===== config.mk =====
export PLATFORM = sky130hd
export DESIGN_NAME = icache_dm
export DESIGN_NICKNAME = d
export VERILOG_FILES = /design/src/rtl/icache_pkg.sv /design/src/rtl/icache_dm_sat_counter.sv /design/src/rtl/icache_dm.sv
export SDC_FILE = /design/constraint.sdc
export NUM_CORES = 1
export LEC_CHECK = 0
export CORE_UTILIZATION = 35
export CTS_BUF_LIST = sky130_fd_sc_hd__clkbuf_8 sky130_fd_sc_hd__clkbuf_16
export CTS_CLUSTER_SIZE = 12
export DETAILED_ROUTE_END_ITERATION = 7
export GPL_TIMING_DRIVEN = 0
export PLACE_DENSITY_LB_ADDON = 0.1
export SYNTH_ARGS = -nofsm -noshare
export SYNTH_HDL_FRONTEND = slang
export SYNTH_SLANG_ARGS = --single-unit

===== constraint.sdc =====
create_clock -name CLK -period 13.5 [get_ports CLK]
set_input_delay 2.7 -clock CLK [delete_from_list [all_inputs] [get_ports CLK]]
set_output_delay 2.7 -clock CLK [all_outputs]
set_load 0.01 [all_outputs]

===== src/rtl/icache_pkg.sv =====
// icache_pkg: shared FSM states and width helper for the direct-mapped instruction cache.
package icache_pkg;
  typedef enum logic [1:0] {
    IDLE     = 2'd0,
    MEM_READ = 2'd1,
    UPDATE   = 2'd2
  } state_t;
  function automatic int clog2(input int n);
    int r;
    r = 0;
    while ((1 << r) < n) r++;
    return r;
  endfunction
endpackage


===== src/rtl/icache_dm_sat_counter.sv =====
// sat_counter: up-counter that sticks at all-ones instead of wrapping.
module sat_counter #(
  parameter int W = 16
) (
  input  logic         clk,
  input  logic         rst_n,
  input  logic         inc_i,
  output logic [W-1:0] cnt_o
);
  logic [W-1:0] cnt_q;
  always_ff @(posedge clk or negedge rst_n)
    if (!rst_n) cnt_q <= '0;
    else if (inc_i && !(&cnt_q)) cnt_q <= cnt_q + 1'b1;
  assign cnt_o = cnt_q;
endmodule


===== src/rtl/icache_dm.sv =====
// icache_dm: direct-mapped instruction cache with zero-latency hits and a block-wide fill FSM.
module icache_dm
  import icache_pkg::*;
#(
  parameter  int ADDR_W          = 10,
  parameter  int NUM_BLOCKS      = 8,
  parameter  int WORDS_PER_BLOCK = 4,
  parameter  int CNT_W           = 16,
  localparam int OFF_W           = clog2(WORDS_PER_BLOCK),
  localparam int IDX_W           = clog2(NUM_BLOCKS),
  localparam int TAG_W           = ADDR_W - 2 - OFF_W - IDX_W,
  localparam int BADDR_W         = ADDR_W - 2 - OFF_W
) (
  input  logic                         CLK,
  input  logic                         RESET,
  input  logic [31:0]                  PC,
  input  logic                         FLUSH,
  output logic [31:0]                  INSTRUCTION,
  output logic                         busywait,
  output logic                         mem_read,
  output logic [BADDR_W-1:0]           mem_address,
  input  logic [32*WORDS_PER_BLOCK-1:0] mem_readdata,
  input  logic                         mem_busywait,
  output logic [CNT_W-1:0]             hit_count,
  output logic [CNT_W-1:0]             miss_count
);
  localparam int OW = OFF_W > 0 ? OFF_W : 1;
  state_t                        state_q;
  logic [BADDR_W-1:0]            addr_q;
  logic [NUM_BLOCKS-1:0]         valid_q;
  logic                          flush_q;
  logic [31:0]                   instr_q;
  logic [32*WORDS_PER_BLOCK-1:0] line_q;
  logic [32*WORDS_PER_BLOCK-1:0] data_q [NUM_BLOCKS];
  logic [TAG_W-1:0]              tag_q  [NUM_BLOCKS];
  logic [ADDR_W-3:0]             waddr;
  logic [BADDR_W-1:0]            baddr;
  logic [IDX_W-1:0]              idx, aidx;
  logic [TAG_W-1:0]              tag;
  logic [OW-1:0]                 off;
  logic                          hit, idle_hit, idle_miss;
  logic [2:0]                    unused_pc;
  assign unused_pc   = {^PC[31:ADDR_W], PC[1:0]};
  assign waddr       = PC[ADDR_W-1:2];
  assign baddr       = waddr[ADDR_W-3:OFF_W];
  assign idx         = baddr[IDX_W-1:0];
  assign tag         = baddr[BADDR_W-1:IDX_W];
  assign off         = OFF_W == 0 ? '0 : OW'(waddr);
  assign aidx        = addr_q[IDX_W-1:0];
  assign hit         = valid_q[idx] && tag_q[idx] == tag;
  assign idle_hit    = state_q == IDLE && hit;
  assign idle_miss   = state_q == IDLE && !hit;
  assign INSTRUCTION = idle_hit ? data_q[idx][32*off +: 32] : instr_q;
  assign busywait    = RESET && (state_q != IDLE || !hit);
  assign mem_read    = state_q == MEM_READ;
  assign mem_address = addr_q;
  // A flush seen mid-fill is deferred so it also drops the line being filled.
  always_ff @(posedge CLK or negedge RESET)
    if (!RESET) begin
      state_q <= IDLE;
      addr_q  <= '0;
      valid_q <= '0;
      flush_q <= 1'b0;
      instr_q <= '0;
    end else begin
      instr_q <= INSTRUCTION;
      case (state_q)
        IDLE: begin
          if (FLUSH) valid_q <= '0;
          if (!hit) begin
            addr_q  <= baddr;
            state_q <= MEM_READ;
          end
        end
        MEM_READ: begin
          flush_q <= flush_q | FLUSH;
          if (!mem_busywait) state_q <= UPDATE;
        end
        default: begin
          valid_q <= (flush_q || FLUSH) ? '0 : valid_q | (NUM_BLOCKS'(1) << aidx);
          flush_q <= 1'b0;
          state_q <= IDLE;
        end
      endcase
    end
  always_ff @(posedge CLK) begin
    if (state_q == MEM_READ && !mem_busywait) line_q <= mem_readdata;
    if (state_q == UPDATE) begin
      data_q[aidx] <= line_q;
      tag_q[aidx]  <= addr_q[BADDR_W-1:IDX_W];
    end
  end
  sat_counter #(.W(CNT_W)) u_hits (
    .clk  (CLK),
    .rst_n(RESET),
    .inc_i(idle_hit),
    .cnt_o(hit_count)
  );
  sat_counter #(.W(CNT_W)) u_misses (
    .clk  (CLK),
    .rst_n(RESET),
    .inc_i(idle_miss),
    .cnt_o(miss_count)
  );
endmodule


* After elaboration in Yosys (flattened, before gate mapping)
Memory sizes are Yosys's and may differ from the RTL's. Cells that the tools add are included.
Storage, ports and cells: register bits 209, RAM bits 1048, bits of input ports 164, output and inout port bits 72, logic and storage cells 57, memories kept 2
Memories:
- data_q | words 8, width 128, read ports 1, clocked after memory_dff 0, wr ports 1, line icache_dm.sv:34 | logic [32*WORDS_PER_BLOCK-1:0] data_q [NUM_BLOCKS];
- tag_q | words 8, width 3, read ports 1, clocked after memory_dff 0, wr ports 1, line icache_dm.sv:35 | logic [TAG_W-1:0] tag_q [NUM_BLOCKS];
Cells by class: $add $sub $neg 2, magnitude comparators 1, eq/ne operators 6, shift-type cells 2, multiplexer cells 12, bitwise operators 4, reductions and logical operators 20
Operator list (count):
- 128-bit by 8-bit indexed part select with 32-bit output | 1
- 16-bit by 1-bit adder with 16-bit output, second input constant | 2
- 32-bit 2-to-1 mux | 1
- 16-bit AND reduction | 2
- 8-bit 2-to-1 mux | 2
- 8-bit case mux with 2 select lines | 1
- 8-bit bitwise OR | 1
- 1-bit by 3-bit << shifter with 8-bit output, first input constant | 1
- 1-bit logical AND | 7
- 2-bit inequality test, second input constant | 3
- 2-bit AND reduction | 3
- 1-bit logical NOT | 4
- 3-bit by 4-bit less-than comparator with 1-bit output, second input constant | 1
- 2-bit 2-to-1 mux | 2
- 2-bit case mux with 2 select lines | 1
- 1-bit binary-select mux with 3-bit select | 1
- 3-bit equality test | 1
- 1-bit 2-to-1 mux | 3
- 2-bit by 1-bit equality test with 1-bit output, second input constant | 1
- 2-bit equality test, second input constant | 1
- 2-bit logical NOT | 1
- 1-bit logical OR | 2
- 1-bit NOT | 2
- 1-bit case mux with 2 select lines | 1
- other kinds (2) | 2

* Longest topological paths before layout
Gate-level depths: netlist (run 1).
depth in word-level cells 6, depth in mapped cells 10, gate-level depth less buffers 7

* Modules after synthesis
A second synthesis (run 1) with hierarchy kept.
Second synthesis, totals: cells, all modules 2031, area total of the unflattened synthesis 46965.0 µm²
By module, submodules not included:
- icache_dm | times used 1, cells an instance 1881, area each 45283.4 µm², sequential area each 36540.0 µm²
- sat_counter | times used 2, cells an instance 75, area each 840.8 µm², sequential area each 400.4 µm²

* Least setup slack after synthesis (run 1)
OpenSTA, ideal clock, no wires.
path kind input to register, from in mem_busywait, to reg line_q[0], enable pin, library setup time 0.773 ns, data arrival time 11.335 ns, setup slack 1.393 ns, cell stages on the path 1, cells stage by stage nor3_1
Between the ends: cells in the longest elaborated chain, start to end 2
RTL lines:
- start, declared | line icache_dm.sv:23 | input logic mem_busywait,
- 1-bit logical NOT | line icache_dm.sv:87 | if (state_q == MEM_READ && !mem_busywait) line_q <= mem_readdata;
- 1-bit logical AND | line icache_dm.sv:87
- end signal, assigned | line icache_dm.sv:87
- end, declared | line icache_dm.sv:33 | logic [32*WORDS_PER_BLOCK-1:0] line_q;
No other way between the ends. A chain may end at the register's enable or synchronous reset.

* Worst setup path in the final report (run 1)
from in PC[6], to out INSTRUCTION[23]
Between the ends: cells in the longest elaborated chain, start to end 5
RTL lines:
- start, declared | line icache_dm.sv:16 | input logic [31:0] PC,
- parallel branches: the longest is 4 deep, another holds memory 8 x 128 bit
- 32-bit 2-to-1 mux (*) | line icache_dm.sv:53 | assign INSTRUCTION = idle_hit ? data_q[idx][32*off +: 32] : instr_q;
- end, declared | line icache_dm.sv:18 | output logic [31:0] INSTRUCTION,
Mark *: on every way between the ends. The select of a mux whose other input is x is not followed.

==> results of run 1 <==
## layer usage
layer  vias to the layer above  share of wire (%)
met2                       563                 51
li1                       9136                  -
met5                         -                  0
met3                       139                4.5
met1                     11760                 43
met4                         0                1.7
## flip-flops by register name (all words and copies together) (netlist names), 6 cells and up
name,flops
data_q,1024
instr_q,32
line_q,128
mem_address,6
tag_q,24
u_hits.cnt_o,16
u_misses.cnt_o,16
valid_q,8
## layout by cell type, fill, tap and decap left out, types with 16 or more instances in the layout
cell type                         count
sky130_fd_sc_hd__edfxtp_1          1176
sky130_fd_sc_hd__mux4_2             325
sky130_fd_sc_hd__clkdlybuf4s50_1    205
sky130_fd_sc_hd__clkbuf_16          146
sky130_fd_sc_hd__dfrtp_1             81
sky130_fd_sc_hd__clkbuf_1            46
sky130_fd_sc_hd__buf_6               46
sky130_fd_sc_hd__nand2_1             45
sky130_fd_sc_hd__mux2i_1             44
sky130_fd_sc_hd__inv_1               42
sky130_fd_sc_hd__buf_12              34
sky130_fd_sc_hd__buf_2               33
sky130_fd_sc_hd__o21ai_0             32
sky130_fd_sc_hd__clkinv_1            26
sky130_fd_sc_hd__clkinv_2            20
sky130_fd_sc_hd__xnor2_1             16
## per-stage QoR
step / setup slack, ns / cell area (um2)
finish: 3.827 / 57010
global route: 3.622 / 57010
CTS: 3.664 / 57010
detailed placement: 3.664 / 52660
global placement: -8.934 / 51220
floorplan: 1.393 / 46940
## final cells by class
| class | instances | area, um2 |
|---|---|---|
| fill | 11490 | 76280 |
| sequential | 1257 | 37340 |
| multi-input combinational | 585 | 9199 |
| clock buffer | 154 | 3764 |
| timing repair buffer | 296 | 3443 |
| tap | 1768 | 2212 |
| clock inverter | 97 | 589.3 |
| buffer | 94 | 447.9 |
| inverter | 4 | 15.01 |
## synthesized netlist by cell type (7+ instances only)
| library cell | instances |
|---|---|
| sky130_fd_sc_hd__and3_1 | 10 |
| sky130_fd_sc_hd__buf_2 | 33 |
| sky130_fd_sc_hd__clkbuf_1 | 47 |
| sky130_fd_sc_hd__dfrtp_1 | 81 |
| sky130_fd_sc_hd__edfxtp_1 | 1176 |
| sky130_fd_sc_hd__mux2_2 | 9 |
| sky130_fd_sc_hd__mux2i_1 | 44 |
| sky130_fd_sc_hd__mux4_2 | 325 |
| sky130_fd_sc_hd__nand2_1 | 45 |
| sky130_fd_sc_hd__nand3_1 | 15 |
| sky130_fd_sc_hd__nand4_1 | 8 |
| sky130_fd_sc_hd__nor2_1 | 15 |
| sky130_fd_sc_hd__nor3_1 | 8 |
| sky130_fd_sc_hd__nor4_2 | 7 |
| sky130_fd_sc_hd__o21ai_0 | 32 |
| sky130_fd_sc_hd__xnor2_1 | 16 |
| sky130_fd_sc_hd__xor2_1 | 15 |
## cells by family after synthesis
logic type	after synthesis	share of synthesized area (%)
buf+inv	98	0.9835
xor+xnor	31	0.5784
fa+ha+maj	2	0.05330
flops	1257	79.55
compound gates	47	0.6024
mux	379	16.77
simple gates	126	1.463
## worst register-to-register path: stages (launching register included)
cell and delay [ns]:
sky130_fd_sc_hd__dfrtp_1 0.31, sky130_fd_sc_hd__clkbuf_1 0.32, sky130_fd_sc_hd__nand3b_1 0.40, sky130_fd_sc_hd__nor3_2 0.80
sky130_fd_sc_hd__buf_8 0.24, sky130_fd_sc_hd__buf_6 0.19, sky130_fd_sc_hd__buf_4 0.24, sky130_fd_sc_hd__buf_4 0.24
sky130_fd_sc_hd__buf_6 0.18
## worst paths after layout
kind | startpoint | endpoint | slack [ns] | cells past startpoint
max | PC[6] | INSTRUCTION[23] | 3.83 | 7
max reg2reg | state_q[1]$_DFFE_PN0P_ | data_q[0][14]$_DFFE_PP_ | 10.29 | 8
max in group asynchronous | RESET | instr_q[5]$_DFF_PN0_ | 10.90 | 2
min | u_misses.cnt_o[14]$_DFFE_PN0P_ | u_misses.cnt_o[14]$_DFFE_PN0P_ | 0.49 | 1
min in group asynchronous | RESET | u_misses.cnt_o[3]$_DFFE_PN0P_ | 1.90 | 1
min reg2reg | u_misses.cnt_o[14]$_DFFE_PN0P_ | u_misses.cnt_o[14]$_DFFE_PN0P_ | 0.49 | 1
## power groups by stage
stage | Combinational (uW) | Clock (uW) | Sequential (uW)
floorplan | 420 | 0 | 4980
global placement | 819 | 0 | 5120
detailed placement | 924 | 0 | 4980
CTS | 927 | 3700 | 4900
global route | 961 | 3840 | 4940
finish | 897 | 3600 | 4900
==> results.txt, run 1 <==
The flow ran to the end, and the final reports show no timing, DRC or antenna violations. TritonCTS built the clock tree. The startpoint type of the worst setup path is an input port.

The peak fanout along the critical path is 10. The clock slew seen by the registers of the worst setup and hold paths is 0.05 ns. Grouping stages by cell kind, the critical path spends the most delay in buffers and inverters.

The final standard cell utilization of the core is 42.77%. The number of cells in the design after placement is 4004. The final setup violation count is 0. The share of total power dissipated in sequential elements is 52.1%. The met3 global-route usage is 3.107%. Setup repair after global routing left no endpoint under its margin.

The sequential area share after synthesis is 79.55%. The wire-length estimate of the detail-placed layout is 78830 um. The mean post-synth cell area came out at 24.20 um2.

The number of buffers inserted for hold repair after clock tree synthesis is 0. In this run the horizontal extent of the chip is 368.2 um. The number of buffers inserted during clock tree synthesis is 139. The total power of the final layout is 9395 uW. The via count of the first global-routing pass came out at 23120. The final weighted congestion in routability-driven placement came out at 0.7342. The area of the core is 133300 um2.

Of all cell types, the one taking the most synthesized area is sky130_fd_sc_hd__edfxtp_1. The number of placement rows came out at 134. The number of vias in the routed layout came out at 21590. Across the run, the number of max-cap violations was 0. The routed wire length is 119800 um. The switching power is 2198 uW. The worst hold-check path type is flip-flop to flip-flop. Synthesis handed over a netlist of 1940 instances. The source-to-sink clock delay at the later pin of the worst-skew pair is 0.75 ns. The switching part of the total power came out at 23.40%.

The cell sitting at the root of the clock tree is a sky130_fd_sc_hd__clkbuf_16. The count of final hold-check violations was 0. The number of DRC violations after detailed routing is 0. The count of flip-flops with a built-in enable after synthesis came out at 1176. The post-detailed-route wirelength per cell came out at 28.15 um. The global routing stage identified its most utilized layer as met2. The number of register bits inferred by synthesis came out at 1257.

The worst slew margin relative to its limit is 11.94%. The wire length of the first global-routing pass came out at 170800 um. The netlist area before placement is 46940 um2. The height of the die came out at 368.2 um. The buffer and inverter count on the worst path is 4. The share of async-settable or async-resettable flops after synthesis came out at 6.444%. The met2 track demand over resource in global routing came out at 30.36%. Once the clock tree was built, the resizer swapped 0 gates to a different size. The met1 usage in global routing is 24.15%. The worst setup path is captured at a primary output.

The pin count of the biggest net entering global routing came out at 55. The worst IR drop on VDD is 0.08433 mV. The internal power consumption is 7196 uW. The first TritonRoute pass finished after 5 iterations. After detailed routing, the number of vias per cell comes to 5.075.

The part of the total power dissipated in the clock network is 38.3%. The initial antenna violation count came to 7. The data arrival at the endpoint of the critical path is 6.97 ns. The number of H-tree levels came out at 4. Power spread over the standard cell area amounts to 164.8 nW/um2. The count of boundary I/O pins is 236. The net count after synthesis came out at 2106.

At the worst endpoint, the required time is 10.80 ns. The static power due to leakage came out at 0.01854 uW. The combinational share of power is 9.5%. The upper clock frequency limit is 103.4 MHz. The starting DRC count in detailed routing came out at 1795. The number of buffers on the longest clock path is 3.

The transition at the pin with the smallest max-transition slack is 1.321 ns. The quantity of I/O buffers inserted on ports is 206. The starting density of the core came out at 35.22%.

The share of cells above drive strength 1 came out at 27.18%. In this run the post-CTS setup repair buffer count came out at 0. The post-route non-filler standard cell count came out at 4255. On the final layout, the worst clock skew is 0.02258 ns. The critical path in this run is classified as input port to primary output.

By instance count, the cell type seen most on the critical path is sky130_fd_sc_hd__clkbuf_1. The count of antenna-violating nets left after detailed routing is 0. Global routing consumed, over all layers together, 18.00% of the routing resources.

The delay of the slowest critical-path stage came out at 0.92 ns. The warning count from the yosys run came out at 0. The number of distinct library cells after synthesis is 39. The number of nets in the finished design is 2543. The die covers 135600 um2. Among all stages on the critical path, the largest delay is contributed by sky130_fd_sc_hd__clkbuf_1. The clock sink count came out at 1257.

Across all hold checks on the routed design, the worst slack comes to 0.4922 ns. The fraction of the cycle the final worst path needs is 71.65%. The area share of the leading cell type in the synthesized netlist is 75.23%. The count of pins over their slew limit came to 0. The global-route congestion overflow total came out at 0.

The signal on the critical path passes through clkbuf_1 > clkbuf_1 > clkbuf_1 > mux4_2 > mux2i_1 > o21ai_0 > clkdlybuf4s50_1. The minimum clock period after layout came out at 9.673 ns. For this run, the leading register cell type out of synthesis is sky130_fd_sc_hd__edfxtp_1.

Relative to the synthesized area, the layout overhead comes to 21.45%. The final setup TNS is 0 ns. By area the synthesized netlist is led by sky130_fd_sc_hd__edfxtp_1, sky130_fd_sc_hd__mux4_2, sky130_fd_sc_hd__dfrtp_1. The count of antenna diodes in the layout came out at 0.
(Power assumes the default switching activity.)
==> run 2: changes to the inputs <==
==> constraint.sdc (replaced) <==
create_clock -name CLK -period 8.5 [get_ports CLK]
set_input_delay 1.7 -clock CLK [delete_from_list [all_inputs] [get_ports CLK]]
set_output_delay 1.7 -clock CLK [all_outputs]
set_load 0.01 [all_outputs]
==> results.txt, run 2 (synthesis results as in run 1) <==
The final instance area is 57430 um2 (+0.74%). The global-route congestion overflow total came out at 0 (unchanged). TritonCTS built the clock tree. The initial antenna violation count is 6 (-1).

The detailed-routing wirelength on met1 is 51840 um (+0.38%). The synthesis-to-layout area growth came out at 22.34%. The number of H-tree levels is 4 (unchanged).

The critical path is of the input port to primary output type. The via density per instance came out at 5.104 (+0.58%). The total of max-cap violations is 0 (unchanged). In the layout the commonest cells are sky130_fd_sc_hd__edfxtp_1, sky130_fd_sc_hd__mux4_2, sky130_fd_sc_hd__clkdlybuf4s50_1, sky130_fd_sc_hd__clkbuf_16, sky130_fd_sc_hd__dfrtp_1. The count of boundary I/O pins came out at 236 (unchanged). The family of cells with the greatest summed delay on the critical path is buffers and inverters. The routed wire length is 119300 um (-0.37%). The post-route non-filler standard cell count is 4238 (-0.40%). The worst setup path is captured at a primary output. The combinational share of power is 9.8% (+0.3 points).

The final weighted congestion in routability-driven placement came out at 0.7308 (-0.46%). The routed length on met2 came out at 59890 um (-1.4%). The quantity of I/O buffers inserted on ports was 206 (unchanged). The number of placement rows is 134 (unchanged). The largest individual stage delay along the critical path comes from the cell sky130_fd_sc_hd__clkbuf_1.

The static power due to leakage is 0.01866 uW (+0.66%). The final setup violation count is 0 (unchanged). The highest layer touched by signal routing is met4. The pin count of the biggest net entering global routing came out at 53 (-3.6%). The power share of the sequential group came out at 51.6% (-0.5 points). The number of DRC violations after detailed routing is 0 (unchanged). The die extent in x came out at 368.2 um (unchanged). The data arrival at the endpoint of the critical path came to 5.93 ns (-1.04 ns). The wire length of the first global-routing pass came to 169800 um (-0.55%).

Setup repair after global routing left no endpoint under its margin. The delay of the slowest critical-path stage is 0.86 ns (-0.06 ns). The worst slew margin relative to its limit is 14.91% (+3.0 points). The number of flip-flops in the largest register came out at 1024 (unchanged). The number of nets in the finished design is 2525 (-0.71%).

The switching power is 3504 uW (+59%). Counting flops per register, the top entry is data_q. The clock sink count came out at 1257 (unchanged).

The minimum clock period after layout is 7.627 ns. The internal power consumption came out at 11580 uW (+61%). The post-detailed-route wirelength per cell came out at 28.16 um (about the same).

The worst clock skew is 0.02286 ns (+0.0002815 ns). The number of cells in the design after placement came out at 3987 (-0.42%). The count of antenna-violating nets left after detailed routing is 0 (unchanged). The via count of the first global-routing pass is 23160 (+0.15%). The height of the die is 368.2 um (unchanged). The total placed instance area was 52960 um2 (+0.58%). The count of pins over their slew limit is 0 (unchanged).

The overall track demand over capacity in global routing came to 17.91% (-0.088 points). The source-to-sink clock delay at the later pin of the worst-skew pair came out at 0.76 ns (about the same). The buffer type at the clock tree root is sky130_fd_sc_hd__clkbuf_16. The data required time of the worst path came to 6.80 ns (-4.00 ns). The slack of the critical path was 0.8727 ns (-2.954 ns).

The number of buffers inserted during clock tree synthesis is 138 (-0.72%). The post-cts sizing count came to 0 (unchanged). The min-delay analysis places its worst path in the category flip-flop to flip-flop.

The part of the total power dissipated in the clock network came out at 38.6% (+0.3 points). The upper clock frequency limit is 131.1 MHz. The clock slew seen by the registers of the worst setup and hold paths is 0.06 ns (about the same). The share of cells above drive strength 1 is 26.85% (-0.33 points). The number of buffers inserted for hold repair after clock tree synthesis came out at 0 (unchanged).

The number of buffers on the longest clock path came out at 3 (unchanged). The area of the core came out at 133300 um2 (unchanged). In the final layout, the registers with the most flip-flops are data_q (1024), line_q (128), instr_q (32). The ratio of total power to cell area is 262.6 nW/um2 (+59%).

The detailed-router iteration count before antenna repair came out at 4 (-1). The count of final hold-check violations was 0 (unchanged). The switching part of the total power was 23.23% (-0.17 points). The number of vias in the routed layout is 21630 (+0.18%). The buffer and inverter count on the worst path came out at 5 (+1).

The starting DRC count in detailed routing came to 1692 (-5.7%). The worst-case setup slack after placement is 0.7995 ns (-2.865 ns). The startpoint type of the worst setup path is an input port.

The transition at the pin with the smallest max-transition slack is 1.276 ns (-0.04442 ns). The met3 wire length is 5154 um (-3.9%). The total power of the final layout is 15080 uW (+61%). The post-CTS setup buffer count came to 0 (unchanged).

The starting density of the core is 35.22% (unchanged). The worst IR drop on VDD was 0.1485 mV (+76%). The peak fanout along the critical path came out at 10 (unchanged). The critical path goes through buf_6 > buf_6 > clkbuf_1 > clkbuf_1 > mux4_2 > mux4_2 > mux2i_1 > o21ai_0 > clkdlybuf4s50_1. The worst path uses 89.73% of the clock period. The total die area was 135600 um2 (unchanged). The library cell used most frequently in the layout, excluding fill and tap cells, is sky130_fd_sc_hd__edfxtp_1. The run finished with clean final reports. The estimated wirelength of the detail-placed design came out at 79140 um (+0.40%). The final standard cell utilization of the core is 43.09% (+0.31 points).
[run 2: final timing paths]
| kind | startpoint | end | slack, ns | cells past startpoint |
|---|---|---|---|---|
| setup / recovery | PC[5] | INSTRUCTION[18] | 0.87 | 9 |
| hold / removal | u_misses.cnt_o[10]$_DFFE_PN0P_ | u_misses.cnt_o[10]$_DFFE_PN0P_ | 0.49 | 1 |
| setup reg to reg | state_q[1]$_DFFE_PN0P_ | data_q[5][12]$_DFFE_PP_ | 5.27 | 7 |
| hold reg to reg | u_misses.cnt_o[10]$_DFFE_PN0P_ | u_misses.cnt_o[10]$_DFFE_PN0P_ | 0.49 | 1 |
| max in group asynchronous | RESET | instr_q[6]$_DFF_PN0_ | 6.85 | 2 |
| min in group asynchronous | RESET | u_misses.cnt_o[7]$_DFFE_PN0P_ | 0.90 | 1 |
[run 2: power by group through the flow]
stage / clock (uW) / combinational [uW] / sequential, uW
finish: 5820 / 1480 / 7780
global route: 6200 / 1580 / 7850
CTS: 6000 / 1530 / 7790
detailed placement: 0 / 1530 / 7920
global placement: 0 / 1300 / 8060
floorplan: 0 / 671 / 7880
[run 2: cell type report]
type,instances,area [um2]
Clock inverter,91,596.8
Tap cell,1768,2212
Antenna cell,1,2.502
Timing Repair Buffer,279,3731
Fill cell,11400,75860
Buffer,94,447.9
Clock buffer,159,3866
Inverter,4,15.01
Multi-Input combinational cell,585,9218
Sequential cell,1257,37340
[run 2: per-layer routing]
metal  vias up  GRT usage (%)
met5         -              0
met2       532          30.04
met4         0          4.907
li1       9105              -
met1     11850          24.05
met3       149          3.041
[run 2: metrics by stage]
| stage | TNS [ns] | hold WS (ns) |
|---|---|---|
| after floorplan | 0 | 0.4606 |
| after global placement | -6086.72 | 0.4757 |
| after detailed placement | 0 | 0.4823 |
| after CTS | 0 | 0.4917 |
| after global routing | 0 | 0.5199 |
| final | 0 | 0.4884 |
